File: config.mk
export PLATFORM = sky130hd
export DESIGN_NAME = piso_serializer_flat
export DESIGN_NICKNAME = d
export VERILOG_FILES = /design/src/rtl/piso_serializer_pkg.sv /design/src/rtl/piso_serializer_if.sv /design/src/rtl/piso_serializer_bit_counter.sv /design/src/rtl/piso_serializer.sv /design/src/flat_wrapper.sv
export SDC_FILE = /design/constraint.sdc
export NUM_CORES = 1
export LEC_CHECK = 0
export ABC_AREA = 1
export BUFFER_PORTS_ARGS = -buffer_cell sky130_fd_sc_hd__buf_2
export CAP_MARGIN = 20
export CORE_AREA = 2 2 50 57
export DETAILED_ROUTE_END_ITERATION = 12
export DIE_AREA = 0 0 52 59
export GPL_ROUTABILITY_DRIVEN = 0
export PLACE_DENSITY = 0.51
export SETUP_SLACK_MARGIN = 0.02
export SLEW_MARGIN = 10
export SYNTH_ARGS = -nofsm -noshare
export SYNTH_HDL_FRONTEND = slang
export SYNTH_SLANG_ARGS = --single-unit
File: constraint.sdc
create_clock -name clk -period 1.2 [get_ports clk]
set_input_delay 0.24 -clock clk [delete_from_list [all_inputs] [get_ports clk]]
set_output_delay 0.24 -clock clk [all_outputs]
set_load 0.01 [all_outputs]
File: src/rtl/piso_serializer_pkg.sv
// Shared types and constants for the parallel-in serial-out transmitter and
// its framing helpers.
package piso_pkg;

   typedef enum logic {
      PISO_IDLE  = 1'b0,
      PISO_SHIFT = 1'b1
   } piso_state_e;

   localparam int PISO_N_DEFAULT = 8;

endpackage

File: src/rtl/piso_serializer_if.sv
// Word-load handshake plus serial link signals of the serializer.
// The producer drives through master; the serializer sits on slave.
interface piso_serializer_if
   import piso_pkg::*;
#(
   parameter int N = PISO_N_DEFAULT
);

   logic         load_valid;
   logic [N-1:0] load_data;
   logic         load_ready;
   logic         sout;
   logic         sen;
   logic         done;
   logic         busy;

   modport master (
      output load_valid, load_data,
      input  load_ready, sout, sen, done, busy
   );

   modport slave (
      input  load_valid, load_data,
      output load_ready, sout, sen, done, busy
   );

endinterface

File: src/rtl/piso_serializer_bit_counter.sv
// Loadable down-counter with a zero flag, used for bit framing on either end
// of the serial link. It holds at zero rather than wrapping.
module bit_counter #(
   parameter int W = 3
) (
   input  logic         clk,
   input  logic         rstn,
   input  logic         load,
   input  logic [W-1:0] load_val,
   input  logic         dec,
   output logic         zero
);

   logic [W-1:0] count_q;

   always_ff @(posedge clk or negedge rstn) begin
      if (!rstn) begin
         count_q <= '0;
      end else if (load) begin
         count_q <= load_val;
      end else if (dec && (count_q != '0)) begin
         count_q <= count_q - W'(1);
      end
   end

   assign zero = (count_q == '0);

endmodule

File: src/rtl/piso_serializer.sv
// Serializes N-bit words MSB-first with a bit-enable strobe; a new word may be
// accepted in the last-bit cycle so consecutive words leave with no gap.
module piso_serializer
   import piso_pkg::*;
#(
   parameter int N = PISO_N_DEFAULT
) (
   input logic              clk,
   input logic              rstn,
   piso_serializer_if.slave bus
);

   localparam int            CW       = (N > 1) ? $clog2(N) : 1;
   localparam logic [CW-1:0] LAST_IDX = CW'(N - 1);

   piso_state_e  state_q, state_d;
   logic [N-1:0] sreg_q;
   logic         cnt_zero;
   logic         ready;
   logic         accept;
   logic         cnt_dec;

   bit_counter #(.W(CW)) u_cnt (
      .clk      (clk),
      .rstn     (rstn),
      .load     (accept),
      .load_val (LAST_IDX),
      .dec      (cnt_dec),
      .zero     (cnt_zero)
   );

   // Ready only depends on state and counter, never on load_valid.
   always_comb begin
      state_d = state_q;
      ready   = 1'b0;
      accept  = 1'b0;
      cnt_dec = 1'b0;
      case (state_q)
         PISO_IDLE: begin
            ready  = 1'b1;
            accept = bus.load_valid;
            if (accept) state_d = PISO_SHIFT;
         end
         PISO_SHIFT: begin
            ready   = cnt_zero;
            accept  = bus.load_valid && cnt_zero;
            cnt_dec = !cnt_zero;
            if (cnt_zero && !accept) state_d = PISO_IDLE;
         end
         default: state_d = PISO_IDLE;
      endcase
   end

   always_ff @(posedge clk or negedge rstn) begin
      if (!rstn) begin
         state_q <= PISO_IDLE;
      end else begin
         state_q <= state_d;
      end
   end

   // After the last shift the register is all zeros, so sout idles low.
   always_ff @(posedge clk or negedge rstn) begin
      if (!rstn) begin
         sreg_q <= '0;
      end else if (accept) begin
         sreg_q <= bus.load_data;
      end else if (state_q == PISO_SHIFT) begin
         sreg_q <= {sreg_q[N-2:0], 1'b0};
      end
   end

   assign bus.load_ready = ready;
   assign bus.sout       = sreg_q[N-1];
   assign bus.sen        = (state_q == PISO_SHIFT);
   assign bus.busy       = (state_q == PISO_SHIFT);
   assign bus.done       = (state_q == PISO_SHIFT) && cnt_zero;

endmodule

File: src/flat_wrapper.sv
// flat-port wrapper written by rule: the top's interface ports become plain ports
module piso_serializer_flat import piso_pkg::*;
#(
   parameter int N = PISO_N_DEFAULT
)
  (clk, rstn, bus_load_valid, bus_load_data, bus_load_ready, bus_sout, bus_sen, bus_done, bus_busy);
  piso_serializer_if #(.N(N)) bus_i ();
  input logic clk;
  input logic rstn;
  input wire logic [$bits(bus_i.load_valid)-1:0] bus_load_valid;
  input wire logic [$bits(bus_i.load_data)-1:0] bus_load_data;
  output wire logic [$bits(bus_i.load_ready)-1:0] bus_load_ready;
  output wire logic [$bits(bus_i.sout)-1:0] bus_sout;
  output wire logic [$bits(bus_i.sen)-1:0] bus_sen;
  output wire logic [$bits(bus_i.done)-1:0] bus_done;
  output wire logic [$bits(bus_i.busy)-1:0] bus_busy;
  assign bus_i.load_valid = bus_load_valid;
  assign bus_i.load_data = bus_load_data;
  assign bus_load_ready = bus_i.load_ready;
  assign bus_sout = bus_i.sout;
  assign bus_sen = bus_i.sen;
  assign bus_done = bus_i.done;
  assign bus_busy = bus_i.busy;
  piso_serializer #(.N(N)) u_core (.clk(clk), .rstn(rstn), .bus(bus_i));
endmodule
=== After elaboration in Yosys (flattened, before gate mapping) ===
Cells that the tools add are included.

* Register bits after elaboration: 12
* Logic and storage cells: 25

* $add $sub $neg: 1
* Mux-type cells: 10
* Bitwise logic cells: 1
* Reductions and logical operators: 10

{| class="wikitable"
|+ Operators with widths
! operator !! number
|-
| two-way mux 8 bit || 2
|-
| two-way mux 3 bit || 2
|-
| case mux 1 bit (2 select lines) || 3
|-
| logical AND 1 bit || 4
|-
| nonzero test 2 bit || 2
|-
| zero test 3 bit || 1
|-
| two-way mux 1 bit || 3
|-
| nonzero test 3 bit || 1
|-
| subtractor 3 x 1 -> 3 bit, second input constant || 1
|-
| zero test 1 bit || 2
|-
| inverter 1 bit || 1
|}

=== Logic depth before layout (Yosys ltp) ===
Gate-level depths: netlist of the first run.

* Depth after elaboration: 6
* Gate-level depth with buffers: 8
* Gate-level depth less buffers: 8

=== By module ===
From an unflattened synthesis of the first run, not the netlist that was laid out.

* Cells, all modules: 94
* Area total of the unflattened synthesis: 711.9 µm²

{| class="wikitable"
|+ By module, submodules not included
! module !! instances !! cells an instance !! area each (µm²)
|-
| piso_serializer || 1 || 67 || 519.2
|-
| bit_counter || 1 || 27 || 192.7
|}

=== Least setup slack after synthesis of the first run ===
OpenSTA, ideal clock, no wires.

* Path type: reg-to-reg
* Start point: register u_core.u_cnt.count_q[0]
* End point: register u_core.u_cnt.count_q[1]
* Arrival time: 1056 ps
* Required time: 1087 ps
* Slack: 31 ps
* Cell stages (with the launch flop): 9
* Path buffers: 1
* Cell sequence: dfrtp_1 inv_1 ha_1 nand2_2 nand2_4 buf_6 nand3_2 nand2_1 inv_1

* Word-level cells in the longest chain between the ends: 5
* Elaborated cells between the ends (all ways): 11
* Those cells by class: add/sub (1); mux (4); reduce/logical (6)

{| class="wikitable"
|+ RTL lines
! what !! line !! RTL
|-
| from (decl) || piso_serializer_bit_counter.sv:14 || <nowiki>logic [W-1:0] count_q;</nowiki>
|-
| from (signal assigned) || piso_serializer_bit_counter.sv:20 || <nowiki>count_q <= load_val;</nowiki>
|-
| from (signal assigned) || piso_serializer_bit_counter.sv:22 || <nowiki>count_q <= count_q - W'(1);</nowiki>
|-
| branches (longest 5 deep; another with subtractor 3 x 1 -> 3 bit) || -- ||
|}

Several ways; the timed one is not identified. The select of a mux whose other input is x is not followed.
A chain may end at the register's enable or synchronous reset.

=== Final worst setup path of the first run ===
* Start point: register u_core.u_cnt.count_q[1]
* End point: output bus_done

* Word-level cells in the longest chain between the ends: 2

{| class="wikitable"
|+ RTL lines
! what !! line !! RTL
|-
| zero test 3 bit || piso_serializer_bit_counter.sv:26 || <nowiki>assign zero = (count_q == '0);</nowiki>
|-
| logical AND 1 bit || piso_serializer.sv:77 || <nowiki>assign bus.done = (state_q == PISO_SHIFT) && cnt_zero;</nowiki>
|-
| to (decl) || flat_wrapper.sv:15 || <nowiki>output wire logic [$bits(bus_i.done)-1:0] bus_done;</nowiki>
|}

Every way passes these cells.

==> flow_summary_export.csv, run 1 <==
group,metric,value,unit
timing,finalHoldViolations,0,
clocking,worstSkewPairLatency,0.27,ns
worst_setup_path,timing_worst_setup_path_type,"reg2out",
final_layout,final_instance_area,1030,sq um
status,violated_checks,"setup timing",
floorplan,chipWidth,52,um
routing,ant_nets,0,
timing,fin_worst_hold_slack,0.210,ns
grt,grt_pass1_wl,2910,um
clocking,numCtsBuffers,3,
synth,mappedNetlistNets,98,
routing,vias_per_cell,4.52,
final_layout,final_net_count,128,
synth,synth_compound_gate_area_share,0.722,%
hold_path,worstHoldPathCells,3,
timing,normalized_max_slew_margin,80.4,%
worst_setup_path,r2r_setup_slack,-0.02,ns
worst_setup_path,worst-endpoint-required,0.96,ns
final_layout,post_route_cells_drive_above_1_share,52.6,%
hold_path,min_from,"bus_load_data[1]",
final_layout,growth_of_design_area_from_synthesis_to_finish,48.7,%
routing,drc,0,
power_and_ir_drop,irDropWorstVdd,755,uV
synth,main_combinational_cell_family_by_area_after_synthesis,"simple AND/OR/NAND/NOR gates",
worst_setup_path,cp_data_arrival_time,1.14,ns
worst_setup_path,endpoint_kind,"output pin",
final_layout,utilization,42.1,%
synth,yosys.area_share.xor_xnor,0,%
floorplan,floorplan.core_area,2450,sq um
clocking,clockBufferDepth,2,
timing,timing.final.ws_setup,-0.176,ns
flow_run,max_cap_viol_count,0,
final_layout,antennaDiodeCount,0,
timing,worst_tran_pin_value,0.295,ns
synth,synth.lib_cells_used.distinct,15,
synth,yosys_register_bits,12,
synth,synth.top_cell.area_share,43.3,%
timing,finalMaxSlewViolations,0,
synth,synth.yosys.seq_area_share,43.3,%
worst_setup_path,r2r_cells,6,
routing,drtIter0Drc,6,
timing,finalCritPeriodShare,115,%
routing,router_iterations_before_antenna_repair,2,
timing,fin_skew,0.00545,ns
clocking,h-tree-depth,1,
grt,total_gr_overflow,0,
synth,post_synth.cell_area_avg,8.15,sq um
timing,setup-violations-final,7,
clocking,cts-root-buf,"sky130_fd_sc_hd__clkbuf_4",
timing,setup_total_negative_slack,-0.431,ns
hold_path,min-delay-path-class,"in2reg",
final_layout,fillCellCount,263,
synth,post_synth_and_or_nand_nor_area_fraction,38.8,%
power_and_ir_drop,cell_pwr_density,2260,nW/um^2
synth,synth.mux.area_fraction,0,%
synth,synth.top_cells.by_area,"sky130_fd_sc_hd__dfrtp_1 (43%), sky130_fd_sc_hd__nand2_1 (12%), sky130_fd_sc_hd__nand3_1 (11%), sky130_fd_sc_hd__inv_1 (7.6%), sky130_fd_sc_hd__buf_6 (4.9%)",
placed_design,place.port_buffers,15,
synth,synth.cell_area,693,sq um
synth,synthAdderAreaFrac,3.61,%
status,outcome,"finished, violations left",
routing,wire_per_inst,11.2,um
floorplan,initial_utilization,28.3,%
timing,rsz0062_at_grt,"true",
worst_setup_path,startpoint_types,"flop",
synth,synth_largest_area_cell,"sky130_fd_sc_hd__dfrtp_1",
clocking,tritoncts,"built",
routing,routed-via-count,655,
worst_setup_path,timing.rr.start,"u_core.bus.busy",
worst_setup_path,worst_r2r_endpoint,"u_core.sreg_q[1]",
synth,synth_cells,85,
routing,finalWirelength,1630,um
floorplan,floorplan.die.height,59,um
grt,grt_start_max_net_pins,13,
placed_design,dp.final_hpwl,1120,um
floorplan,top_level_ports,16,
power_and_ir_drop,total_power,2330,uW
clocking,cts.sinks,12,
grt,vias_in_the_first_global_route,656,
worst_setup_path,timing.critical_path.fanout_max,4,
floorplan,num_rows,19,
grt,number_of_antenna_violations_at_the_first_check_in_global_routing,0,
clocking,clk_pin_slew,0.08,ns
hold_path,worstHoldEndpoint,"u_core.sreg_q[1]",
floorplan,floorplan.die_area,3070,sq um
timing,fmax,727,MHz
timing,min_period,1.38,ns
grt,groute.usage.overall,12.9,%
synth,yosys_synthesis_warning_count,0,
placed_design,place_area,818,sq um
power_and_ir_drop,cellLeakagePower,0.000550,uW
[worst max-delay path, stage by stage (launching register included)]
cell and delay [ns]:
sky130_fd_sc_hd__dfrtp_1 0.38, sky130_fd_sc_hd__inv_2 0.08, sky130_fd_sc_hd__ha_4 0.14, sky130_fd_sc_hd__nand2_4 0.06, sky130_fd_sc_hd__nor2_1 0.08, sky130_fd_sc_hd__buf_2 0.13
[timing repair]
item | 4_1_cts | 5_1_grt
pin swaps | 7 | 0
hold endpoints to repair | 12 | 0
buffers inserted | 2 | 5
hold buffers | 1 | 0
setup endpoints to repair | 10 | 15
gates resized for setup | 21 | 12
[cell usage after synthesis, drive strengths merged]
cell and n:
nand2 25, nand3 18, inv 14, dfrtp 12
nor2 8, buf 4, ha 2, nand4 1
o21ai 1
[area by class of cell]
class                      instances  area, sq um  share of cell area, %
inverter                          14         52.6                   5.10
tap                               31         38.8                   3.76
multi-input combinational         55          377                   36.5
sequential                        12          302                   29.2
clock buffer                       4         36.3                   3.52
timing repair buffer              29          225                   21.8
[state kept, by name, summed over array words and instances (netlist names)]
| register | cells |
|---|---|
| u_core.u_cnt.count_q | 3 |
| u_core.sreg_q | 8 |
| u_core.bus.busy | 1 |
[stage by stage]
step,setup slack [ns],cells
after CTS,-0.173,141
after global placement,-0.00364,134
after detailed placement,-0.0222,134
after floorplan,0.0315,85
final,-0.176,145
after global routing,-0.265,145
[per-layer routing]
| metal | vias to the layer above | track usage [%] | part of all wire (%) |
|---|---|---|---|
| li1 | 321 | - | - |
| met1 | 321 | 15.0 | 39 |
| met2 | 11 | 22.8 | 56 |
| met3 | 2 | 1.77 | 3.4 |
| met4 | 0 | 6.77 | 1.7 |
| met5 | - | 0 | 0 |
[report_power, final]
| part | switching [uW] | internal, uW |
|---|---|---|
| combinational | 652 | 682 |
| sequential | 103 | 569 |
| clock | 140 | 184 |
| total | 895 | 1440 |
[logic make-up (layout without fill, tap and decap cells)]
| group | count (synthesis) | in the layout |
|---|---|---|
| AO/OA/AOI/OAI | 1 | 1 |
| buffers and inverters | 18 | 47 |
| flip-flops | 12 | 12 |
| AND/OR/NAND/NOR | 52 | 52 |
| adder cells (fa/ha/maj) | 2 | 2 |
[worst max-delay path by stage]
stage,from,end,slack (ns)
floorplan,u_core.u_cnt.count_q[0],u_core.u_cnt.count_q[1],0.03
global placement,u_core.u_cnt.count_q[0],u_core.sreg_q[6],-0.004
detailed placement,u_core.u_cnt.count_q[0],u_core.sreg_q[7],-0.02
CTS,u_core.u_cnt.count_q[1],bus_done,-0.17
global route,u_core.u_cnt.count_q[0],bus_done,-0.27
finish,u_core.u_cnt.count_q[1],bus_done,-0.18
[placed cells by master (no fill, tap or decap), types with 3 or more instances in the layout]
master | synthesis | final
sky130_fd_sc_hd__nand2_1 | 22 | 16
sky130_fd_sc_hd__buf_2 | 0 | 12
sky130_fd_sc_hd__inv_1 | 14 | 11
sky130_fd_sc_hd__nand3_2 | 3 | 11
sky130_fd_sc_hd__dfrtp_1 | 12 | 11
sky130_fd_sc_hd__buf_4 | 1 | 9
sky130_fd_sc_hd__nand3_1 | 15 | 7
sky130_fd_sc_hd__buf_6 | 3 | 6
sky130_fd_sc_hd__nor2_1 | 5 | 5
sky130_fd_sc_hd__nand2_2 | 1 | 5
sky130_fd_sc_hd__inv_2 | 0 | 3
sky130_fd_sc_hd__nand2_4 | 1 | 3
sky130_fd_sc_hd__nor2_2 | 3 | 3
sky130_fd_sc_hd__clkbuf_4 | 0 | 3
Note: power is estimated with default switching activity, not from simulation.
==> inputs of run 2 (changes only) <==
- RECOVER_POWER: unset -> 100
==> run 2 against run 1 <==
Against the previous run:
- the flow still finishes with violations (setup timing)
- count of clock-buffer cells in the layout unchanged
- non-clock buffer count unchanged
- sequential power about the same
- largest power group unchanged
==> flow_summary_export.csv, run 2 (synthesized netlist as in run 1, its figures left out) <==
group,metric,value,unit
timing,normalized_max_slew_margin,53.1,%
placed_design,place_worst_setup_slack,-0.0222,ns
grt,groute.usage.overall,12.9,%
final_layout,post_route_cells_drive_above_1_share,50.9,%
routing,router_iterations_before_antenna_repair,2,
placed_design,dp.cells,134,
grt,grt_pass1_wl,2910,um
hold_path,min-delay-path-class,"in2reg",
grt,grt_start_max_net_pins,13,
power_and_ir_drop,cell_pwr_density,2230,nW/um^2
hold_path,min_from,"bus_load_data[1]",
timing,setup_total_negative_slack,-0.941,ns
placed_design,place.port_buffers,15,
timing,worst_tran_pin_value,0.703,ns
grt,total_gr_overflow,0,
grt,grt_util_met1,15.0,%
worst_setup_path,r2r_cells,8,
worst_setup_path,cp_data_arrival_time,1.14,ns
hold_path,worstHoldPathCells,3,
timing,rsz0062_at_grt,"true",
final_layout,mostFrequentLayoutCell,"sky130_fd_sc_hd__nand2_1",
placed_design,place_area,818,sq um
final_layout,largest_register,"u_core.sreg_q",
worst_setup_path,timing_worst_setup_path_type,"reg2out",
clocking,cts-root-buf,"sky130_fd_sc_hd__clkbuf_4",
clocking,clk_pin_slew,0.08,ns
worst_setup_path,endpoint_kind,"output pin",
clocking,h-tree-depth,1,
floorplan,floorplan.core_area,2450,sq um
timing,timing.final.ws_setup,-0.176,ns
status,violated_checks,"setup timing",
clocking,worstSkewPairLatency,0.27,ns
worst_setup_path,r2r_setup_slack,-0.09,ns
routing,vias_per_cell,4.51,
worst_setup_path,timing.critical_path.fanout_max,4,
timing,fin_skew,0.00563,ns
final_layout,antennaDiodeCount,0,
final_layout,most-common-layout-cells,"sky130_fd_sc_hd__nand2_1 (16), sky130_fd_sc_hd__inv_1 (11), sky130_fd_sc_hd__nand3_2 (11), sky130_fd_sc_hd__buf_2 (11), sky130_fd_sc_hd__dfrtp_1 (11)",
floorplan,top_level_ports,16,
floorplan,floorplan.die_area,3070,sq um
final_layout,final_net_count,128,
clocking,tritoncts,"built",
final_layout,largest_register_ffs,8,
status,outcome,"finished, violations left",
power_and_ir_drop,total_power,2260,uW
routing,wire_per_inst,11.2,um
timing,finalHoldViolations,0,
floorplan,chipWidth,52,um
worst_setup_path,startpoint_types,"flop",
timing,finalCritPeriodShare,115,%
grt,vias_in_the_first_global_route,656,
grt,gr-usage-met2,22.8,%
clocking,clockBufferDepth,2,
final_layout,final-instance-count-excl-fill,145,
placed_design,dp.final_hpwl,1120,um
clocking,numCtsBuffers,3,
worst_setup_path,timing.rr.start,"u_core.u_cnt.count_q[1]",
grt,busiest_layer,"met2",
final_layout,final_instance_area,1010,sq um
hold_path,worstHoldEndpoint,"u_core.sreg_q[1]",
routing,finalWirelength,1630,um
routing,routed-via-count,654,
timing,finalMaxSlewViolations,0,
routing,ant_nets,0,
final_layout,growth_of_design_area_from_synthesis_to_finish,45.7,%
timing,min_period,1.38,ns
floorplan,floorplan.die.height,59,um
flow_run,max_cap_viol_count,0,
clocking,cts.sinks,12,
worst_setup_path,worst_r2r_endpoint,"u_core.sreg_q[6]",
grt,number_of_antenna_violations_at_the_first_check_in_global_routing,0,
power_and_ir_drop,cellLeakagePower,0.000537,uW
timing,fmax,727,MHz
floorplan,num_rows,19,
power_and_ir_drop,irDropWorstVdd,672,uV
worst_setup_path,worst-endpoint-required,0.96,ns
timing,setup-violations-final,13,
routing,drtIter0Drc,5,
routing,drc,0,
floorplan,initial_utilization,28.3,%
grt,met3_usage,1.77,%
run 2: cell types whose count changed in the layout (fill, tap and decap cells not counted):
| cell | before | now |
|---|---|---|
| sky130_fd_sc_hd__buf_6 | 6 | 5 |
| sky130_fd_sc_hd__clkbuf_1 | 0 | 2 |
| sky130_fd_sc_hd__buf_12 | 1 | 0 |
| sky130_fd_sc_hd__buf_4 | 9 | 10 |
| sky130_fd_sc_hd__buf_2 | 12 | 11 |
run 2: stage by stage:
stage          utilization, %  hold WS, ns
2_1_floorplan               -      -0.0556
3_3_place_gp             33.4        0.139
3_5_place_dp             33.4        0.144
4_1_cts                  39.2        0.205
5_1_grt                  41.2        0.216
6_report                 41.2        0.210
run 2: what timing repair did:
item | in CTS | in global routing
endpoints found under the hold margin | 12 | 0
gates resized for setup | 21 | 12
buffers inserted | 2 | 5
hold buffers | 1 | 0
setup endpoints to repair | 10 | 15
pin swaps | 7 | 0
run 2: worst max-delay path by stage:
stage	startpoint	to	slack, ns
3_5_place_dp	u_core.u_cnt.count_q[0]	u_core.sreg_q[7]	-0.02
6_report	u_core.u_cnt.count_q[1]	bus_done	-0.18
3_3_place_gp	u_core.u_cnt.count_q[0]	u_core.sreg_q[6]	-0.004
4_1_cts	u_core.u_cnt.count_q[1]	bus_done	-0.17
2_1_floorplan	u_core.u_cnt.count_q[0]	u_core.u_cnt.count_q[1]	0.03
5_1_grt	u_core.u_cnt.count_q[0]	bus_done	-0.27
run 2: layout make-up:
| cell class | instances | area [sq um] |
|---|---|---|
| timing repair buffer | 29 | 204 |
| multi-input combinational | 55 | 377 |
| fill | 269 | 1440 |
| sequential | 12 | 302 |
| clock buffer | 4 | 36.3 |
| tap | 31 | 38.8 |
| inverter | 14 | 52.6 |
run 2: worst max-delay path, cell delays in order, from the launching register on:
cell and delay [ns]:
sky130_fd_sc_hd__dfrtp_1 0.38, sky130_fd_sc_hd__inv_2 0.08, sky130_fd_sc_hd__ha_4 0.14, sky130_fd_sc_hd__nand2_4 0.06
sky130_fd_sc_hd__nor2_1 0.08, sky130_fd_sc_hd__buf_2 0.13
run 2: report_power, final:
group | internal (uW) | total [uW] | switching, uW
sequential | 569 | 670 | 101
clock | 184 | 324 | 140
combinational | 619 | 1260 | 643
total | 1370 | 2260 | 884
run 2: metal layers:
metal,share of wire [%],wire [um]
met1,39,628
met2,56,911
met3,3.6,58
met4,1.7,27
met5,0,0
==> inputs of run 3 (changes only) <==
- CORE_AREA: 2 2 50 57 -> 2 2 67 43
- DIE_AREA: 0 0 52 59 -> 0 0 69 45
- PLACE_DENSITY: 0.51 -> 0.52
==> run 3 against run 2 <==
Against the previous run:
- the run still ends with setup timing left
- maximum frequency grew 2.2%
- die area grew 1.2%
- via count shrank 3.8%
- sequential power shrank 0.6%
- power grew 14%
- clock power grew 40%
- combinational power grew 14%
- cell area grew 7.9%
- worst setup slack gained 0.030 ns
- hold slack gained 0.029 ns
- count of clock-buffer cells in the layout is the same
- clock skew grew 0.00080 ns
- largest power group unchanged
==> flow_summary_export.csv, run 3 (synthesized netlist as in run 1, its figures left out) <==
group,metric,value,unit
status,outcome,"finished, violations left",
status,violated_checks,"setup timing",
worst_setup_path,timing.rr.start,"u_core.u_cnt.count_q[0]",
grt,total_gr_overflow,0,
clocking,cts.sinks,12,
hold_path,worstHoldEndpoint,"u_core.sreg_q[4]",
timing,finalCritPeriodShare,112,%
worst_setup_path,top_cell_family_by_delay_on_the_critical_path,"flip-flops",
clocking,numCtsBuffers,3,
floorplan,floorplan.die_area,3110,sq um
floorplan,num_rows,14,
timing,fmax,743,MHz
worst_setup_path,worst_r2r_endpoint,"u_core.sreg_q[6]",
final_layout,utilization,44.4,%
timing,setup-violations-final,13,
routing,finalWirelength,1710,um
placed_design,place.port_buffers,15,
final_layout,antennaDiodeCount,0,
routing,router_iterations_before_antenna_repair,2,
floorplan,top_level_ports,16,
clocking,clockBufferDepth,2,
placed_design,place_area,827,sq um
hold_path,min_from,"bus_load_data[4]",
routing,routed-via-count,629,
timing,finalMaxSlewViolations,0,
timing,fin_skew,0.00643,ns
grt,vias_in_the_first_global_route,598,
floorplan,initial_utilization,28.3,%
routing,drc,0,
timing,timing.final.ws_setup,-0.146,ns
clocking,h-tree-depth,1,
clocking,clk_pin_slew,0.06,ns
worst_setup_path,startpoint_types,"flop",
worst_setup_path,worst-endpoint-required,0.96,ns
final_layout,most-common-layout-cells,"sky130_fd_sc_hd__nand3_2 (16), sky130_fd_sc_hd__nand2_1 (13), sky130_fd_sc_hd__inv_1 (11), sky130_fd_sc_hd__buf_2 (11), sky130_fd_sc_hd__dfrtp_1 (11)",
worst_setup_path,timing_worst_setup_path_type,"reg2out",
final_layout,mostFrequentLayoutCell,"sky130_fd_sc_hd__nand3_2",
routing,wire_per_inst,11.8,um
final_layout,final_net_count,127,
final_layout,largest_register_ffs,8,
timing,worst_tran_pin_value,0.722,ns
worst_setup_path,worst_path_max_delay_cell,"sky130_fd_sc_hd__dfrtp_1",
power_and_ir_drop,cellLeakagePower,0.000561,uW
routing,ant_nets,0,
floorplan,chipWidth,69,um
hold_path,min-delay-path-class,"in2reg",
clocking,cts-root-buf,"sky130_fd_sc_hd__clkbuf_8",
worst_setup_path,r2r_setup_slack,-0.11,ns
worst_setup_path,cp_data_arrival_time,1.11,ns
power_and_ir_drop,cell_pwr_density,2350,nW/um^2
worst_setup_path,endpoint_kind,"output pin",
power_and_ir_drop,irDropWorstVdd,1180,uV
grt,grt_pass1_wl,2740,um
clocking,tritoncts,"built",
grt,grt_start_max_net_pins,13,
timing,min_period,1.35,ns
grt,number_of_antenna_violations_at_the_first_check_in_global_routing,0,
final_layout,growth_of_design_area_from_synthesis_to_finish,57.2,%
routing,vias_per_cell,4.34,
final_layout,post_route_cells_drive_above_1_share,59.3,%
placed_design,dp.final_hpwl,1020,um
final_layout,largest_register,"u_core.sreg_q",
final_layout,fillCellCount,245,
floorplan,floorplan.die.height,45,um
worst_setup_path,critical_path.max_stage_delay,0.38,ns
routing,drtIter0Drc,36,
power_and_ir_drop,total_power,2560,uW
worst_setup_path,r2r_cells,8,
worst_setup_path,timing.critical_path.fanout_max,3,
grt,groute.usage.overall,11.9,%
timing,rsz0062_at_grt,"true",
worst_setup_path,cp.buffers_inverters,2,
timing,normalized_max_slew_margin,51.9,%
worst_setup_path,worstPathCellList,"inv_2, ha_4, nand2_4, nor2_4, buf_6",
flow_run,max_cap_viol_count,0,
clocking,worstSkewPairLatency,0.25,ns
hold_path,worstHoldPathCells,3,
final_layout,final_instance_area,1090,sq um
floorplan,floorplan.core_area,2450,sq um
timing,finalHoldViolations,0,
-- run 3: through the flow --
stage | cells | hold WS, ns | setup TNS (ns) | setup slack [ns]
after floorplan | 85 | -0.0556 | 0 | 0.0315
after global placement | 136 | 0.146 | -0.00646 | -0.00646
after detailed placement | 136 | 0.144 | -0.174 | -0.0345
after CTS | 146 | 0.216 | -0.231 | -0.131
after global routing | 145 | 0.238 | -1.72 | -0.182
final | 145 | 0.239 | -1.10 | -0.146
-- run 3: metal layers --
metal  part of all wire [%]  vias up  track usage [%]
li1                       -      317                -
met1                     47      301             14.5
met2                     48       11             19.2
met3                    5.1        0             5.36
met4                      0        0             3.53
met5                      0        -                0
-- run 3: worst min-delay path, delay by kind of cell --
kind                   cells  cell delay, ns
AND/OR/NAND/NOR            2            0.14
buffers and inverters      1            0.08
-- run 3: area by class of cell --
class                   instances  area [sq um]  area share (%)
multi-input cells              55           444            40.8
inverters                      14          52.6            4.82
repair buffers                 28           196            18.0
well taps                      32          40.0            3.67
clock buffers                   4          55.1            5.05
flip-flops and latches         12           302            27.7
-- run 3: worst max-delay path by stage --
stage | start | end | slack, ns | depth (start not counted)
after floorplan | u_core.u_cnt.count_q[0] | u_core.u_cnt.count_q[1] | 0.03 | 8
after CTS | u_core.u_cnt.count_q[1] | bus_done | -0.13 | 5
after detailed placement | u_core.u_cnt.count_q[0] | u_core.sreg_q[7] | -0.03 | 7
after global placement | u_core.u_cnt.count_q[0] | u_core.sreg_q[6] | -0.006 | 7
after global routing | u_core.u_cnt.count_q[0] | bus_done | -0.18 | 5
final | u_core.u_cnt.count_q[0] | bus_done | -0.15 | 5
-- run 3: timing repair --
item	4_1_cts	5_1_grt
hold buffers	1	0
cloned	0	0
setup buffers	5	0
resized for setup	14	30
pin swaps	7	11
setup endpoints to repair	11	13
endpoints found under the hold margin	12	0
-- run 3: where the power goes --
group / internal [uW] / total, uW / switching [uW]
Sequential: 571 / 666 / 95.2
Clock: 290 / 454 / 163
Combinational: 682 / 1440 / 761
Total: 1540 / 2560 / 1020
